## src/rtl/img_pack_121x8_if.sv

```systemverilog
// img_pack_121x8_if: pixel-stream input and packed-frame output bundle of the pixel packer.
interface img_pack_121x8_if #(parameter int NPIX = 121, parameter int PW = 8);
  logic [PW-1:0]      pix_in;
  logic               pix_valid;
  logic               pix_sof;
  logic               pix_ready;
  logic [NPIX*PW-1:0] img_source;
  logic               valid_top;
  logic               ready_top;
  logic [6:0]         pix_cnt;
  logic               sof_err;
  modport master (input pix_in, pix_valid, pix_sof, ready_top,
                  output pix_ready, img_source, valid_top, pix_cnt, sof_err);
  modport slave  (output pix_in, pix_valid, pix_sof, ready_top,
                  input pix_ready, img_source, valid_top, pix_cnt, sof_err);
endinterface

```

## src/rtl/img_pack_121x8.sv

```systemverilog
// img_pack_121x8: packs an 11x11 raster pixel stream into a 968-bit frame with a valid/ready handoff.
// Optional PIX_SAT_EN clamps stored pixels to 127 to match the classifier's 7-bit activations.
module img_pack_121x8 #(
  parameter int NPIX = 121,
  parameter int PW   = 8
) (
  input logic             clk,
  input logic             rst,
  img_pack_121x8_if.master bus
);
  typedef enum logic {FILL, HOLD} state_t;
  state_t        state_q, state_d;
  logic [6:0]    cnt_q, cnt_d, slot;
  logic          err_q, err_d, live_q, acc;
  logic [PW-1:0] px;
  logic [PW-1:0] pix_q [NPIX];
  assign acc = bus.pix_valid && bus.pix_ready;
`ifdef PIX_SAT_EN
  localparam logic [PW-1:0] PIX_MAX = PW'(127);
  assign px = (bus.pix_in > PIX_MAX) ? PIX_MAX : bus.pix_in;
`else
  assign px = bus.pix_in;
`endif
  // A start-of-frame always lands in slot 0, restarting any partial frame.
  assign slot = bus.pix_sof ? 7'd0 : cnt_q;
  always_comb begin
    state_d = state_q;
    cnt_d   = cnt_q;
    err_d   = 1'b0;
    if (state_q == HOLD) begin
      state_d = bus.ready_top ? FILL : HOLD;
      cnt_d   = bus.ready_top ? 7'd0 : cnt_q;
    end else if (acc) begin
      cnt_d   = slot + 7'd1;
      err_d   = bus.pix_sof && (cnt_q != 7'd0);
      state_d = (slot == 7'(NPIX-1)) ? HOLD : FILL;
    end
  end
  always_ff @(posedge clk or posedge rst) begin
    if (rst) begin
      state_q <= FILL;
      cnt_q   <= '0;
      err_q   <= 1'b0;
      live_q  <= 1'b0;
      for (int i = 0; i < NPIX; i++) pix_q[i] <= '0;
    end else begin
      state_q <= state_d;
      cnt_q   <= cnt_d;
      err_q   <= err_d;
      live_q  <= 1'b1;
      if (acc) pix_q[slot] <= px;
    end
  end
  assign bus.pix_ready = live_q && (state_q == FILL);
  assign bus.valid_top = (state_q == HOLD);
  assign bus.pix_cnt   = cnt_q;
  assign bus.sof_err   = err_q;
  for (genvar k = 0; k < NPIX; k++) begin : g_pack
    assign bus.img_source[NPIX*PW-1-PW*k -: PW] = pix_q[k];
  end
endmodule

```

## src/flat_wrapper.sv

```systemverilog
// flat-port wrapper written by rule: the top's interface ports become plain ports
module img_pack_121x8_flat 
#(
  parameter int NPIX = 121,
  parameter int PW   = 8
)
  (clk, rst, bus_pix_in, bus_pix_valid, bus_pix_sof, bus_ready_top, bus_pix_ready, bus_img_source, bus_valid_top, bus_pix_cnt, bus_sof_err);
  img_pack_121x8_if #(.NPIX(NPIX), .PW(PW)) bus_i ();
  input logic clk;
  input logic rst;
  input wire logic [$bits(bus_i.pix_in)-1:0] bus_pix_in;
  input wire logic [$bits(bus_i.pix_valid)-1:0] bus_pix_valid;
  input wire logic [$bits(bus_i.pix_sof)-1:0] bus_pix_sof;
  input wire logic [$bits(bus_i.ready_top)-1:0] bus_ready_top;
  output wire logic [$bits(bus_i.pix_ready)-1:0] bus_pix_ready;
  output wire logic [$bits(bus_i.img_source)-1:0] bus_img_source;
  output wire logic [$bits(bus_i.valid_top)-1:0] bus_valid_top;
  output wire logic [$bits(bus_i.pix_cnt)-1:0] bus_pix_cnt;
  output wire logic [$bits(bus_i.sof_err)-1:0] bus_sof_err;
  assign bus_i.pix_in = bus_pix_in;
  assign bus_i.pix_valid = bus_pix_valid;
  assign bus_i.pix_sof = bus_pix_sof;
  assign bus_i.ready_top = bus_ready_top;
  assign bus_pix_ready = bus_i.pix_ready;
  assign bus_img_source = bus_i.img_source;
  assign bus_valid_top = bus_i.valid_top;
  assign bus_pix_cnt = bus_i.pix_cnt;
  assign bus_sof_err = bus_i.sof_err;
  img_pack_121x8 #(.NPIX(NPIX), .PW(PW)) u_core (.clk(clk), .rst(rst), .bus(bus_i));
endmodule
```

## config.mk

```make
export PLATFORM = sky130hd
export DESIGN_NAME = img_pack_121x8_flat
export DESIGN_NICKNAME = d
export VERILOG_FILES = /design/src/rtl/img_pack_121x8_if.sv /design/src/rtl/img_pack_121x8.sv /design/src/flat_wrapper.sv
export SDC_FILE = /design/constraint.sdc
export NUM_CORES = 2
export LEC_CHECK = 0
export CAP_MARGIN = 20
export CORE_AREA = 2 2 384 386
export DETAILED_ROUTE_END_ITERATION = 8
export DIE_AREA = 0 0 386 388
export GPL_ROUTABILITY_DRIVEN = 0
export SKIP_LAST_GASP = 1
export SLEW_MARGIN = 10
export SYNTH_ARGS = -nofsm -noshare
export SYNTH_HDL_FRONTEND = slang
export SYNTH_SLANG_ARGS = --single-unit
export TNS_END_PERCENT = 20
```

## constraint.sdc

```tcl
create_clock -name clk -period 78.2 [get_ports clk]
set_clock_uncertainty 0.15 [all_clocks]
set_input_delay 7.82 -clock clk [delete_from_list [all_inputs] [get_ports clk]]
set_output_delay 7.82 -clock clk [all_outputs]
set_load 0.01 [all_outputs]
```

==> out/metrics.yaml <==
outcome: "complete, no violations"
fin_nets: 3326
rsz0062_at_grt: "no"
cts.sinks: 978
die_height_um: 388
drc: 0
gr-total-overflow: 0
timing.rr.start: "u_core.bus.valid_top"
drt_iter0_drc: 953
ys_ff_latch: 978
drive_gt1_frac: 0.356
synth_edf_count: 0
min_path_type: "reg2reg"
tns_ps: 0
postCtsSetupBuffers: 0
critical_path.max_fanout: 117
cts.repair.resized: 0
multi_input_area_um2: 12000
path_clk_slew_ps: 60
cts_htree_levels: 3
die_area_um2: 150000
io_buffers: 990
area_growth_pct: 42.8
grt_pass1_vias: 24236
final_util: 0.363
synthFlopType: "dfrtp_1"
core_region_area_um2: 145000
dpl.hpwl_um: 94600
power.leakage_nw: 25.1
wl_um: 137000
num_vias: 23501
seq_area_um2: 24500
drv_cap: 0
final_cells: 5310
ir_worst_vdd_uv: 19.6
synthArstFlopShare: 1.00
detail_route.wl_per_cell_um: 25.7
setup_viol: 0
critPathCapture: "u_core.bus.img_source[632]"
reg2reg_slack_ps: 74720
slew_headroom: 0.280
die_width_um: 386
ys_types: 38
synthCells: 2294
num-fill-cells: 13993
final_cell_mix: "clkdlybuf4s50_1 (982), dfrtp_1 (978), mux2_2 (963), nand2_1 (115), clkbuf_16 (107)"
total_power_mw: 1.08
ctsRootBufferMaster: "clkbuf_16"
rows: 140
cts_buffer_depth: 3
tritoncts: "built"
final_common_cell: "clkdlybuf4s50_1"
yosysWarnings: 0
layout_min_cycle_time_ps: 12510
antenna_left: 0
crit_required_ps: 78740
antenna_found_initial: 10
timing.fmax_ghz: 0.0799
ys_seq_area_frac: 0.663
synth_area_per_cell_um2: 16.1
netlist_area_um2: 36900
hold_start: "u_core.bus.img_source[896]"
crit_path_end_kind: "async pin"
grt_pass1_wl_um: 190000
ioPinCount: 991
first_pass_iters: 5
synth_fp_nets: 2308
worstSetupPathType: "in2async"
cp.arrival_ps: 13050
startpoint: "rst"
final-hold-violation-count: 0
worstRegToRegCells: 6
grt_max_degree: 169
cts_made_buffers: 107
r2r_end: "u_core.bus.img_source[441]"
drv_slew: 0
holdBufCountCts: 0
critPathLaunchType: "input pin"
via_per_inst: 4.43
dp_cells: 5119
powerDensity_nw_per_um2: 20.5
grtUsageTotal: 0.177
fin_crit_sh: 0.160
worst_slew_pin_slew_ps: 1080
initial_core_util: 0.254
clkLatencyLatePin_ps: 700
[cell usage after synthesis (all sizes together), types with 3 or more instances]
| cell | count | share of area |
|---|---|---|
| nand3 | 5 | 0.00068 |
| dfrtp | 978 | 0.66 |
| and2 | 5 | 0.00085 |
| clkbuf | 131 | 0.013 |
| mux2 | 968 | 0.30 |
| o21ai | 5 | 0.00068 |
| nand2b | 6 | 0.0010 |
| nor2b | 6 | 0.0010 |
| inv | 4 | 0.00041 |
| nor2 | 13 | 0.0013 |
| buf | 5 | 0.00068 |
| nand2 | 115 | 0.012 |
| nor3 | 15 | 0.0026 |
| a21oi | 4 | 0.00054 |
| nor4 | 10 | 0.0025 |
| and3 | 3 | 0.00051 |
[registers in the layout, summed over array words and instances, names as in the netlist]
| name | count |
|---|---|
| u_core.bus.img_source | 968 |
| u_core.bus.pix_cnt | 7 |
| u_core.bus.sof_err | 1 |
| u_core.bus.valid_top | 1 |
| u_core.live_q | 1 |
[through the flow]
stage / hold slack [ps] / area, um2 / worst slack [ps]
2_1_floorplan: 384 / 36900 / 42720
3_3_place_gp: 323 / 49200 / 64730
3_5_place_dp: 331 / 49200 / 64660
4_1_cts: 344 / 52700 / 65460
5_1_grt: 350 / 52700 / 64870
6_report: 340 / 52700 / 65690
[area by class of cell]
type,count,share of cell area
Antenna cell,4,0.000190
Timing Repair Buffer,1045,0.196
Clock inverter,29,0.00769
Tap cell,1917,0.0455
Clock buffer,157,0.0585
Multi-Input combinational cell,1176,0.227
Inverter,4,0.000427
Sequential cell,978,0.464
[critical path, cell delays in order]
cell             delay (ps)
clkdlybuf4s50_1         490
inv_8                   570
buf_4                   760
buf_4                   790
buf_4                   810
buf_4                   720
buf_4                   870
[worst min path at each step]
stage | cells after the start | endpoint
global route | 1 | u_core.bus.img_source[897]
CTS | 1 | u_core.bus.img_source[896]
global placement | 1 | u_core.bus.img_source[373]
finish | 1 | u_core.bus.img_source[896]
floorplan | 1 | u_core.bus.img_source[372]
detailed placement | 1 | u_core.bus.img_source[896]
[where the power goes]
part	internal, mW	switching, mW	total, mW	leakage (nW)
sequential	0.514	0.00460	0.519	13.6
combinational	0.0218	0.0393	0.0611	9.74
clock	0.290	0.213	0.503	1.71
total	0.826	0.257	1.08	25.1
[cell families after synthesis]
logic type      synth area share
xor+xnor                0.000237
other cells             0.000102
compound gates           0.00318
fa+ha+maj               0.000339
simple gates              0.0241
buf+inv                   0.0144
flops                      0.663
mux                        0.295
[per-layer routing]
layer  track usage  vias to the layer above  part of all wire
met3        0.0526                      188             0.074
li1              -                    10137                 -
met1         0.205                    12433              0.39
met2         0.308                      743              0.51
met4        0.0640                        0             0.033
met5             0                        -                 0
(Power assumes the default switching activity.)
